[src/rtl/pipelined_carry_adder.sv]
// Pipelined add/subtract: WIDTH bits split into CHUNK-bit ripple slices, one slice per stage.
// Latency: STAGES = WIDTH/CHUNK register levels (capture included); one operation per unstalled cycle.
// Backpressure: none besides stall, which freezes every register and refuses the input that cycle.
module pipelined_carry_adder #(
  parameter int WIDTH = 16,
  parameter int CHUNK = 4
) (
  input  logic             clk,
  input  logic             rst_n,
  input  logic             in_valid,
  input  logic             sub,
  input  logic [WIDTH-1:0] a,
  input  logic [WIDTH-1:0] b,
  input  logic             cin,
  input  logic             stall,
  output logic             out_valid,
  output logic [WIDTH-1:0] sum,
  output logic             cout,
  output logic             ovf
);

  // WIDTH must be a multiple of CHUNK; STAGES is derived and not a parameter.
  localparam int STAGES = WIDTH / CHUNK;

  // Each stage k consumes the low chunk of its remaining operands and forwards
  // the rest (input skew), while its result chunk is appended above the results
  // of the earlier stages (output deskew), so a finished word leaves the last
  // stage in one piece.
  for (genvar k = 0; k < STAGES; k++) begin : g_stage
    // Operand bits still to be added when the operation reaches this stage.
    localparam int IN_W   = WIDTH - k * CHUNK;
    // Result bits known once this stage has registered.
    localparam int DONE_W = (k + 1) * CHUNK;

    logic [IN_W-1:0]   a_src;
    logic [IN_W-1:0]   b_src;
    logic              carry_in;
    logic              valid_in;
    logic [CHUNK-1:0]  chunk_sum;
    logic [CHUNK:0]    c;
    logic [DONE_W-1:0] sum_d;
    logic [DONE_W-1:0] sum_q;
    logic              valid_q;
    logic              carry_q;

    if (k == 0) begin : g_src
      // Subtraction is A + ~B + 1; cin only matters in add mode.
      assign a_src    = a;
      assign b_src    = sub ? ~b : b;
      assign carry_in = sub ? 1'b1 : cin;
      assign valid_in = in_valid;
      assign sum_d    = chunk_sum;
    end else begin : g_src
      assign a_src    = g_stage[k-1].g_rem.a_rem;
      assign b_src    = g_stage[k-1].g_rem.b_rem;
      assign carry_in = g_stage[k-1].carry_q;
      assign valid_in = g_stage[k-1].valid_q;
      assign sum_d    = {chunk_sum, g_stage[k-1].sum_q};
    end

    // Bit-level ripple across this stage's chunk; c[CHUNK-1] is the carry into the chunk MSB.
    always_comb begin
      c         = '0;
      chunk_sum = '0;
      c[0]      = carry_in;
      for (int i = 0; i < CHUNK; i++) begin
        chunk_sum[i] = a_src[i] ^ b_src[i] ^ c[i];
        c[i+1]       = (a_src[i] & b_src[i]) | (c[i] & (a_src[i] ^ b_src[i]));
      end
    end

    // Stage register: valid, inter-stage carry and accumulated result; holds on stall.
    always_ff @(posedge clk or negedge rst_n) begin
      if (!rst_n) begin
        valid_q <= 1'b0;
        carry_q <= 1'b0;
        sum_q   <= '0;
      end else if (!stall) begin
        valid_q <= valid_in;
        carry_q <= c[CHUNK];
        sum_q   <= sum_d;
      end
    end

    if (k < STAGES - 1) begin : g_rem
      logic [IN_W-CHUNK-1:0] a_rem;
      logic [IN_W-CHUNK-1:0] b_rem;

      // Skew register: pass the not-yet-added operand chunks to the next stage.
      always_ff @(posedge clk or negedge rst_n) begin
        if (!rst_n) begin
          a_rem <= '0;
          b_rem <= '0;
        end else if (!stall) begin
          a_rem <= a_src[IN_W-1:CHUNK];
          b_rem <= b_src[IN_W-1:CHUNK];
        end
      end
    end

    if (k == STAGES - 1) begin : g_last
      logic ovf_q;

      // Signed overflow: carry into the word MSB differs from carry out of it.
      always_ff @(posedge clk or negedge rst_n) begin
        if (!rst_n) begin
          ovf_q <= 1'b0;
        end else if (!stall) begin
          ovf_q <= c[CHUNK] ^ c[CHUNK-1];
        end
      end
    end
  end

  assign out_valid = g_stage[STAGES-1].valid_q;
  assign sum       = g_stage[STAGES-1].sum_q;
  assign cout      = g_stage[STAGES-1].carry_q;
  assign ovf       = g_stage[STAGES-1].g_last.ovf_q;

endmodule

[config.mk]
export PLATFORM = sky130hd
export DESIGN_NAME = pipelined_carry_adder
export DESIGN_NICKNAME = d
export VERILOG_FILES = /design/src/rtl/pipelined_carry_adder.sv
export SDC_FILE = /design/constraint.sdc
export NUM_CORES = 1
export LEC_CHECK = 0
export CAP_MARGIN = 30
export CORE_UTILIZATION = 30
export DETAILED_ROUTE_END_ITERATION = 10
export HOLD_SLACK_MARGIN = 0.12
export PLACE_DENSITY = 0.61
export SYNTH_ARGS = -nofsm -noshare
export SYNTH_HDL_FRONTEND = slang
export SYNTH_SLANG_ARGS = --single-unit
[constraint.sdc]
create_clock -name clk -period 3 [get_ports clk]
set_input_delay 0.3 -clock clk [delete_from_list [all_inputs] [get_ports clk]]
set_output_delay 0.3 -clock clk [all_outputs]
set_load 0.005 [all_outputs]
# Word-level counts from Yosys, hierarchy flattened
# Index checks and enable logic that the tools add are counted.
# W data, S select, Z words.
[word_totals]
in_bits = 38
register_bits = 97
wordCells = 103
[classes]
bitwise = 82
n_mux = 2
[op_table]
columns = ["cell", "n"]
rows = [
  ["$xor A1 B1 Y1", 33],
  ["$and A1 B1 Y1", 32],
  ["$mux W16", 1],
  ["$not A16 Y16", 1],
  ["$or A1 B1 Y1", 16],
  ["$mux W1", 1],
]

# Longest topological paths before layout
[depth]
ltp_word = 11
depth_mapped = 10

# Least setup slack after synthesis
# No wires, ideal clock.
[synth_timing]
path_kind = "in2reg"
from = "input port sub"
to = "register g_stage[0].sum_q[3]"
setup_slack_ns = 0.414
setup_ns = 0.125
n_path_buf = 2
stages = 10
t_arrival_ns = 2.462
cell_sequence = "buf_4 -> buf_6 -> xor2_1 -> fa_1 -> inv_1 -> fa_1 -> fa_1 -> inv_1 -> fa_1 -> mux2_2"
[synth_via]
elab_chain_len = 9
elab_cells_between_ends = 16
[synth_lines]
columns = ["item", "line_no", "rtl"]
rows = [
  ["from (decl)", "11", "input logic sub,"],
  ["$mux W16", "49", "assign b_src = sub ? ~b : b;"],
  ["$xor A1 B1 Y1", "68", "c[i+1] = (a_src[i] & b_src[i]) | (c[i] & (a_src[i] ^ b_src[i]));"],
  ["$and A1 B1 Y1", "68", ""],
  ["$or A1 B1 Y1", "68", ""],
  ["$and A1 B1 Y1", "68", ""],
  ["$or A1 B1 Y1", "68", ""],
  ["$and A1 B1 Y1", "68", ""],
  ["$or A1 B1 Y1", "68", ""],
  ["$xor A1 B1 Y1 *", "67", "chunk_sum[i] = a_src[i] ^ b_src[i] ^ c[i];"],
  ["net g_stage[0].chunk_sum[3]", "39", "logic [CHUNK-1:0] chunk_sum;"],
  ["to (signal assigned)", "81", "sum_q <= sum_d;"],
  ["to (decl)", "42", "logic [DONE_W-1:0] sum_q;"],
]
# Mark *: on every way through the listed nets, which the timed path passes. The rest lies on a longest branch.
# A chain may end at the register's enable or synchronous reset.

# Worst setup path in the final report
# Ends and elaborated chain as after synthesis.

==> flow_metrics.env <==
export IMPL_outcome="complete, no violations"
export IMPL_drt_pass1_iterations=4
export IMPL_syn_area_um2=4259
export IMPL_clk_path_buf_depth=2
export IMPL_slew_viol_final=0
export IMPL_instances_no_fill=534
export IMPL_clk_pin_slew_ns=0.06
export IMPL_die_w_um=121.2
export IMPL_io_pins=57
export IMPL_slew_headroom_pct=59.62
export IMPL_clk_latency_ns=0.34
export IMPL_grt_first_pass_wirelength_um=11900
export IMPL_finalNetCount=403
export IMPL_coreArea_um2=13880
export IMPL_yosys_top_cells_area="dfrtp_1 (57%), mux2_4 (11%), mux2_2 (8.7%), fa_1 (7.5%), xnor2_1 (2.9%)"
export IMPL_die_area_um2=14680
export IMPL_antenna_cells=0
export IMPL_ff_latch_area_um2=2427
export IMPL_fill_cells=1330
export IMPL_portBuffers=56
export IMPL_cp_max_fo=15
export IMPL_setup_viol=0
export IMPL_synth_top_area_share_pct=56.99
export IMPL_grt_setup_unrepaired="no"
export IMPL_skew_ns=0.004149
export IMPL_multi_input_area_um2=1620
export IMPL_drv_cap=0
export IMPL_p_per_area_nw_per_um2=730.2
export IMPL_syn_area_per_cell_um2=14.59
export IMPL_startpoint_type="primary input"
export IMPL_dp_hpwl_um=4723
export IMPL_drcViolationCount=0
export IMPL_rows=43
export IMPL_first_iter_violations=58
export IMPL_dp_cells=517
export IMPL_synth_distinct_cells=14
export IMPL_initial_core_util_pct=30.68
export IMPL_finalCriticalPeriod_ns=2.531
export IMPL_cts_tree="done"
export IMPL_setup_tns_ns=0
export IMPL_ir_worst_vdd_v=0.0002618
export IMPL_place_congestion=0.7234
export IMPL_critPathCaptureType="flop"
export IMPL_hold_viol=0
export IMPL_cts_resized=0
export IMPL_cts_buffers=9
export IMPL_fin_crit_sh_pct=84.38
export IMPL_synth_commonest_cells="dfrtp_1 (97), mux2_2 (33), mux2_4 (30)"
export IMPL_synthCells=292
export IMPL_synth_seq_area_share_pct=56.99
export IMPL_hold_class="reg -> reg"
export IMPL_ys_warn_count=0
export IMPL_wl_um=6907
export IMPL_grt_remaining_overflow=0
export IMPL_syn2layout_area_growth_pct=24.00
export IMPL_grt_max_degree=57
export IMPL_criticalPathCategory="in -> reg"
export IMPL_wl_per_cell_um=12.93
export IMPL_post_cts_setup_buffer_count=0
export IMPL_viasPerCell=4.180
export IMPL_cts_root_buffer="clkbuf_16"
export IMPL_drive_gt1_share_pct=24.01
export IMPL_grt_pass1_vias=2364
export IMPL_tightestPinTransition_ns=0.6057
export IMPL_crit_required_ns=3.23
export IMPL_fmax_mhz=395.1
export IMPL_dieHeight_um=121.2
export IMPL_yosysMostFrequentCell="dfrtp_1"
export IMPL_synth_async_reset_ratio_pct=100.0
export IMPL_synth_flop_cell="dfrtp_1"
export IMPL_ant_nets=0
export IMPL_yosys_area_top_type="dfrtp_1"
export IMPL_p_leak_nw=2.343
export IMPL_grt_use_total_pct=10.76
export IMPL_syn_nets=346
export IMPL_synth_edf_count=0
export IMPL_ys_seq_elements=97
export IMPL_dr_total_vias=2232
export IMPL_cts_sinks=97
export IMPL_htreeDepth=3
export IMPL_cts_hold_buffers_added=1
export IMPL_crit_arrival_ns=2.76
export IMPL_antenna_found_initial=0
-- sequential cells by signal, summed over array words and instances (netlist names) --
name and count:
g_stage.g_rem.a_rem 24, g_stage.g_rem.b_rem 24, g_stage.sum_q 24, sum 16
g_stage.carry_q 3, g_stage.valid_q 3, cout 1, out_valid 1
ovf 1
-- path summary, 6_finish.rpt --
check                                          startpoint              endpoint  slack, ns  cells after the start
worst max-delay path                                  sub   g_stage[0].sum_q[3]       0.47                      8
worst min-delay path                 g_stage[2].sum_q[11]  g_stage[2].sum_q[11]       0.48                      2
worst max register to register  g_stage[2].g_rem.a_rem[0]               sum[15]       0.71                      8
worst min register to register       g_stage[2].sum_q[11]  g_stage[2].sum_q[11]       0.48                      2
max in group asynchronous                           rst_n   g_stage[2].sum_q[7]       1.82                      3
min in group asynchronous                           rst_n    g_stage[2].valid_q       0.49                      2
-- cells in the final DEF, fill, tap and decap left out, drive strengths merged, types with 3 or more instances in the layout --
cell type	netlist	routed
mux2	73	73
clkbuf	0	14
nand2	24	24
inv	25	25
xor2	3	3
xnor2	14	14
clkdlybuf4s50	0	54
o21ai	24	24
buf	15	6
dfrtp	97	97
fa	16	16
-- routing by layer --
metal / vias up / global-route usage (%) / wire [um]
met2: 40 / 15.89 / 3101
met3: 7 / 3.524 / 300
met4: 0 / 4.861 / 85
li1: 1068 / - / -
met5: - / 0 / 0
met1: 1117 / 14.29 / 3420
-- per-stage QoR --
step                area [um^2]  worst slack (ns)  power (W)  hold WS [ns]  utilization (%)
finish                     5281            0.4687   0.003857        0.4795            38.05
global route               5281            0.3806   0.004110        0.5075            38.05
CTS                        5281            0.4391   0.003929        0.4858            38.05
detailed placement         4977           0.07701   0.002794        0.3397            35.86
global placement           4977            0.1216   0.002758        0.3326            35.86
floorplan                  4259            0.4136   0.002345      0.004409                -
-- worst max-delay path, stage by stage --
cell and delay (ns):
clkdlybuf4s50_1 0.52, buf_4 0.30, xnor2_1 0.13, fa_1 0.41
fa_1 0.37, inv_1 0.07, fa_1 0.39, mux2_2 0.26
-- kinds of logic (layout without fill, tap and decap cells) --
kind of cell | Yosys count | in the layout | share of synthesized area (%)
AO/OA/AOI/OAI | 24 | 24 | 2.820
XOR/XNOR | 17 | 17 | 3.496
adder cells (fa/ha/maj) | 16 | 16 | 7.521
buffers and inverters | 40 | 102 | 4.964
flip-flops | 97 | 97 | 56.99
multiplexers | 73 | 73 | 21.94
AND/OR/NAND/NOR | 25 | 25 | 2.262
-- report_power, final --
part | total (W) | switching (W) | internal, W
sequential | 0.00184 | 0.000192 | 0.00165
combinational | 0.000902 | 0.000302 | 0.000600
clock | 0.00111 | 0.000461 | 0.000650
total | 0.00386 | 0.000955 | 0.00290
-- layout make-up --
| class | instances | area share [%] |
|---|---|---|
| clock buffer | 14 | 5.378 |
| multi-input combinational | 155 | 30.68 |
| clock inverter | 2 | 0.1895 |
| sequential | 97 | 45.96 |
| inverter | 25 | 1.777 |
| timing repair buffer | 61 | 11.75 |
| tap | 180 | 4.264 |
No activity file was read; power rests on OpenSTA's default activity.
